[src/rtl/div_unit.sv]
// Iterative radix-2 restoring divider for RV32M DIV/DIVU/REM/REMU.
// Resolves divide-by-zero and signed overflow at accept time; otherwise one quotient bit per cycle.
module div_unit #(
    parameter int WIDTH = 32
) (
    input  logic             clk,
    input  logic             rst,
    input  logic             start,
    input  logic [1:0]       div_op,
    input  logic [WIDTH-1:0] left_operand,
    input  logic [WIDTH-1:0] right_operand,
    output logic [WIDTH-1:0] div_res,
    output logic             done,
    output logic             busy,
    output logic             insert_bubble
);

    localparam logic [1:0] IDLE = 2'd0;
    localparam logic [1:0] CALC = 2'd1;
    localparam logic [1:0] FIX  = 2'd2;
    localparam logic [1:0] DONE = 2'd3;

    localparam int CNT_W = $clog2(WIDTH);
    localparam logic [WIDTH-1:0] ALL_ONES = '1;
    localparam logic [WIDTH-1:0] MIN_NEG  = {1'b1, {(WIDTH-1){1'b0}}};

    function automatic logic [WIDTH-1:0] negate(input logic [WIDTH-1:0] x);
        return ~x + WIDTH'(1);
    endfunction

    function automatic logic [WIDTH-1:0] magnitude(input logic signed [WIDTH-1:0] x);
        return x[WIDTH-1] ? negate(x) : x;
    endfunction

    logic [1:0]       state;
    logic [CNT_W-1:0] cnt;
    logic [WIDTH-1:0] rem;
    logic [WIDTH-1:0] quo;
    logic [WIDTH-1:0] dvsr;
    logic             sign_q;
    logic             sign_r;
    logic [1:0]       op_q;

    logic             is_signed;
    logic             div_zero;
    logic             ovf;
    logic [WIDTH-1:0] special_res;
    logic [WIDTH:0]   rem_shift;
    logic [WIDTH:0]   trial;
    logic [WIDTH-1:0] fix_res;

    // div_op[0] clear selects the signed flavours; div_op[1] set selects remainder
    assign is_signed   = ~div_op[0];
    assign div_zero    = (right_operand == '0);
    assign ovf         = is_signed && (left_operand == MIN_NEG) && (right_operand == ALL_ONES);
    assign special_res = div_zero ? (div_op[1] ? left_operand : ALL_ONES)
                                  : (div_op[1] ? '0 : MIN_NEG);

    // Remainder keeps the bit shifted out of its MSB so large unsigned divisors compare correctly
    assign rem_shift = {rem, quo[WIDTH-1]};
    assign trial     = rem_shift - {1'b0, dvsr};
    assign fix_res   = op_q[1] ? (sign_r ? negate(rem) : rem)
                               : (sign_q ? negate(quo) : quo);

    always_ff @(posedge clk) begin
        if (!rst) begin
            state   <= IDLE;
            cnt     <= '0;
            rem     <= '0;
            quo     <= '0;
            dvsr    <= '0;
            sign_q  <= 1'b0;
            sign_r  <= 1'b0;
            op_q    <= 2'b00;
            div_res <= '0;
        end else begin
            case (state)
                IDLE: begin
                    if (start) begin
                        op_q   <= div_op;
                        sign_q <= is_signed & (left_operand[WIDTH-1] ^ right_operand[WIDTH-1]);
                        sign_r <= is_signed & left_operand[WIDTH-1];
                        quo    <= is_signed ? magnitude(left_operand) : left_operand;
                        dvsr   <= is_signed ? magnitude(right_operand) : right_operand;
                        if (div_zero || ovf) begin
                            div_res <= special_res;
                            state   <= DONE;
                        end else begin
                            rem   <= '0;
                            cnt   <= CNT_W'(WIDTH-1);
                            state <= CALC;
                        end
                    end
                end
                CALC: begin
                    if (!trial[WIDTH]) begin
                        rem <= trial[WIDTH-1:0];
                        quo <= {quo[WIDTH-2:0], 1'b1};
                    end else begin
                        rem <= rem_shift[WIDTH-1:0];
                        quo <= {quo[WIDTH-2:0], 1'b0};
                    end
                    cnt <= cnt - CNT_W'(1);
                    if (cnt == '0) state <= FIX;
                end
                FIX: begin
                    div_res <= fix_res;
                    state   <= DONE;
                end
                DONE:    state <= IDLE;
                default: state <= IDLE;
            endcase
        end
    end

    assign done          = (state == DONE);
    assign busy          = (state != IDLE);
    assign insert_bubble = ((state == IDLE) && start) || (state == CALC) || (state == FIX);

endmodule

[config.mk]
export PLATFORM = sky130hd
export DESIGN_NAME = div_unit
export DESIGN_NICKNAME = d
export VERILOG_FILES = /design/src/rtl/div_unit.sv
export SDC_FILE = /design/constraint.sdc
export NUM_CORES = 1
export LEC_CHECK = 0
export BUFFER_PORTS_ARGS = -buffer_cell sky130_fd_sc_hd__buf_2
export CORE_ASPECT_RATIO = 0.9
export CORE_MARGIN = 2
export CORE_UTILIZATION = 35
export DETAILED_ROUTE_END_ITERATION = 10
export PLACE_DENSITY = 0.6
export SYNTH_ARGS = -nofsm -noshare
export SYNTH_HDL_FRONTEND = slang
export SYNTH_SLANG_ARGS = --single-unit
[constraint.sdc]
create_clock -name clk -period 3.52 [get_ports clk]
set_clock_uncertainty 0.2 [all_clocks]
set_input_delay 0.528 -clock clk [delete_from_list [all_inputs] [get_ports clk]]
set_output_delay 0.528 -clock clk [all_outputs]
set_load 0.005 [all_outputs]
==> results.tsv <==
stage	metric	value	unit
worst_setup_path	end_kind	flop	
cells_and_area	nFillCells	3080	
cells_and_area	fin_area	12590	um2
power_and_ir_drop	vdd_drop_max	0.4458	mV
placement	port_buffers	103	
synthesis	async_flop_share	0	%
clock_network	cts_made_buffers	17	
min_path	holdPathStages	3	
detailed_routing	num_vias	11180	
min_path	hold_path.class	in2reg	
synthesis	netlist_area	10670	um2
worst_setup_path	r2r_start	dvsr[3]	
clock_network	clockRootBuffer	clkbuf_16	
cells_and_area	diodes	0	
floorplanning	dieArea	31910	um2
clock_network	post_cts_buffers	0	
global_route	antenna_found_initial	0	
detailed_routing	drt_first_pass_iters	5	
floorplanning	row_count	60	
global_route	grt_max_degree	53	
synthesis	yosysTopAreaCell	dfxtp_1	
clock_network	clk_pin_slew	0.07	ns
power_and_ir_drop	p_per_area	539.9	nW/um2
timing	post-route-period-util	96.27	%
clock_network	ctsHoldBuffers	0	
clock_network	cts_tree	yes	
timing	finalSetupTns	0	ns
global_route	grt_pass1_wl	57.97	mm
detailed_routing	wirelength	36.61	mm
synthesis	synth_edf_count	0	
detailed_routing	dr.first_iter.drc_count	1185	
cells_and_area	seqCellArea	2763	um2
synthesis	yosysUniqueCellTypes	75	
cells_and_area	layout-drive-gt1-share	15.87	%
status	status	finished clean	
worst_setup_path	crit_path_start_kind	flop	
worst_setup_path	cp_max_fo	11	
synthesis	synth_top_area_share	25.89	%
floorplanning	ioPinCount	104	
detailed_routing	drcViolationCount	0	
floorplanning	die_h	169.7	um
worst_setup_path	rr_worst_depth	13	
synthesis	synth-main-ff-cell	dfxtp_1	
floorplanning	die_width	188.1	um
synthesis	ys_top_cells_by_area	dfxtp_1 26%, nand2_1 6.3%, xnor2_1 6.2%	
synthesis	synth_warnings	0	
worst_setup_path	cp.required	3.64	ns
placement	hpwl	28.28	mm
cells_and_area	nNetsFinal	1656	
placement	place_congestion	0.9206	
flow_run	maxCapViolations	0	
clock_network	clk_latency	0.44	ns
timing	min_period	3.389	ns
timing	hold_viol	0	
timing	relSlewSlack	35.84	%
cells_and_area	area_growth	17.99	%
clock_network	clockBufferDepth	2	
cells_and_area	layout_common_cells	180 x nand2_1, 138 x dfxtp_1, 111 x nor2_1, 108 x a21oi_1, 103 x buf_2	
clock_network	clock_sinks	138	
timing	setup_violations	0	
floorplanning	core_area	29950	um2
power_and_ir_drop	leakagePower	4.867	nW
placement	post_dp_cell_area	11930	um2
timing	holdWs	0.1757	ns
worst_setup_path	worstSetupPathType	reg2reg	
synthesis	synth_area_per_cell	7.421	um2
floorplanning	initial_core_util	35.63	%
synthesis	syn_inst	1438	
synthesis	yosys_register_bits	138	
timing	worst_slew_pin_slew	0.9624	ns
cells_and_area	multiInputGateArea	7293	um2
worst_setup_path	cp_data_arrival_time	3.51	ns
clock_network	cts-resized-gates	0	
clock_network	cts_max_level	4	
global_route	grt-ovfl-total	0	
timing	max_freq	295.1	MHz
global_route	grt_usage	22.97	%
synthesis	syn_nets	1551	
detailed_routing	ant_nets	0	
detailed_routing	via_per_inst	5.709	
global_route	first_global_vias	10340	
cells_and_area	layout_commonest_cell	nand2_1	
detailed_routing	wl_per_cell	18.69	um
synthesis	seq_area_frac_synth	25.89	%
timing	maxSlewViolCount	0	
worst_setup_path	critPathLaunch	dvsr[3]	
min_path	min_from	div_op[1]	
==> sequential cells by signal, summed over array words and instances, names as in the netlist <==
| register | count |
|---|---|
| div_res | 32 |
| dvsr | 32 |
| quo | 32 |
| rem | 32 |
| cnt | 5 |
| state | 2 |
| op_q | 1 |
| sign_q | 1 |
| sign_r | 1 |
==> layer usage <==
metal | vias up | global-route usage (%) | part of all wire, %
met5 | - | 0 | 0
met2 | 389 | 33.88 | 41
met4 | 0 | 5.546 | 1.3
met1 | 5286 | 33.77 | 50
met3 | 35 | 4.839 | 7.5
li1 | 5474 | - | -
==> critical path: stages, from the launching register on <==
cell	delay, ns
dfxtp_1	0.43
inv_1	0.08
ha_1	0.34
o211ai_1	0.20
a21o_1	0.13
a31oi_1	0.09
buf_4	0.16
a2111oi_4	0.39
o31a_1	0.22
a21oi_2	0.11
buf_4	0.23
buf_4	0.15
o21a_4	0.24
a221o_1	0.30
==> metrics by stage <==
| stage | std cells | total power (W) | setup slack, ns | utilization [%] |
|---|---|---|---|---|
| finish | 1959 | 0.006797 | 0.1313 | 42.03 |
| global route | 1959 | 0.007207 | -0.01873 | 42.03 |
| CTS | 1959 | 0.006752 | 0.1316 | 41.89 |
| detailed placement | 1927 | 0.004820 | 0.1481 | 39.84 |
| global placement | 1927 | 0.004791 | 0.1803 | 39.84 |
| floorplan | 1438 | 0.003919 | 0.07684 | - |
==> worst paths after layout <==
path                            endpoint  slack [ns]
worst min register to register  dvsr[31]        0.26
worst min-delay path             op_q[1]        0.18
worst max register to register   rem[12]        0.13
worst max-delay path             rem[12]        0.13
==> synthesized netlist by cell type (3+ instances only) <==
cell type	count
a21o_1	17
o2111ai_1	3
a211oi_1	37
or3_1	21
nor4_1	18
buf_1	6
o41ai_1	18
o21bai_1	4
nand4_1	15
dfxtp_1	138
nand3_1	21
o22ai_1	6
clkbuf_1	69
a311oi_1	9
ha_1	43
nor2b_1	7
o311ai_0	6
a41oi_1	5
a31oi_1	17
or4_1	18
inv_1	72
xor2_1	63
o31ai_1	25
a31o_2	3
nor2_1	112
o221ai_1	21
and3_1	7
a221o_1	8
nand2b_1	13
o211ai_1	53
o31a_1	7
nor3_1	37
o21ai_0	94
and2_1	6
o311a_1	3
a21oi_1	111
nand2_1	180
nor3b_1	4
buf_2	14
o21a_1	7
buf_4	3
xnor2_1	75
==> layout make-up <==
cell class	instances	area share, %
Clock inverter	15	1.501
Clock buffer	17	3.379
Multi-Input combinational cell	1132	57.93
Inverter	73	2.176
Tap cell	403	4.005
Timing Repair Buffer	181	9.073
Sequential cell	138	21.94
==> power by group <==
part	internal, W	switching, W
sequential	0.00180	0.000268
combinational	0.00102	0.00178
clock	0.00113	0.000806
==> cells by family after synthesis <==
kind of cell / count (synthesis) / share of synthesized area [%]
DFF: 138 / 25.89
AOI/OAI and AO/OA: 472 / 29.76
buffers and inverters: 168 / 6.273
muxes: 2 / 0.1876
xor gates and xnor gates: 138 / 11.33
adders and majority gates: 44 / 5.229
and+or+nand+nor: 476 / 21.34
No activity file was read; power rests on OpenSTA's default activity.
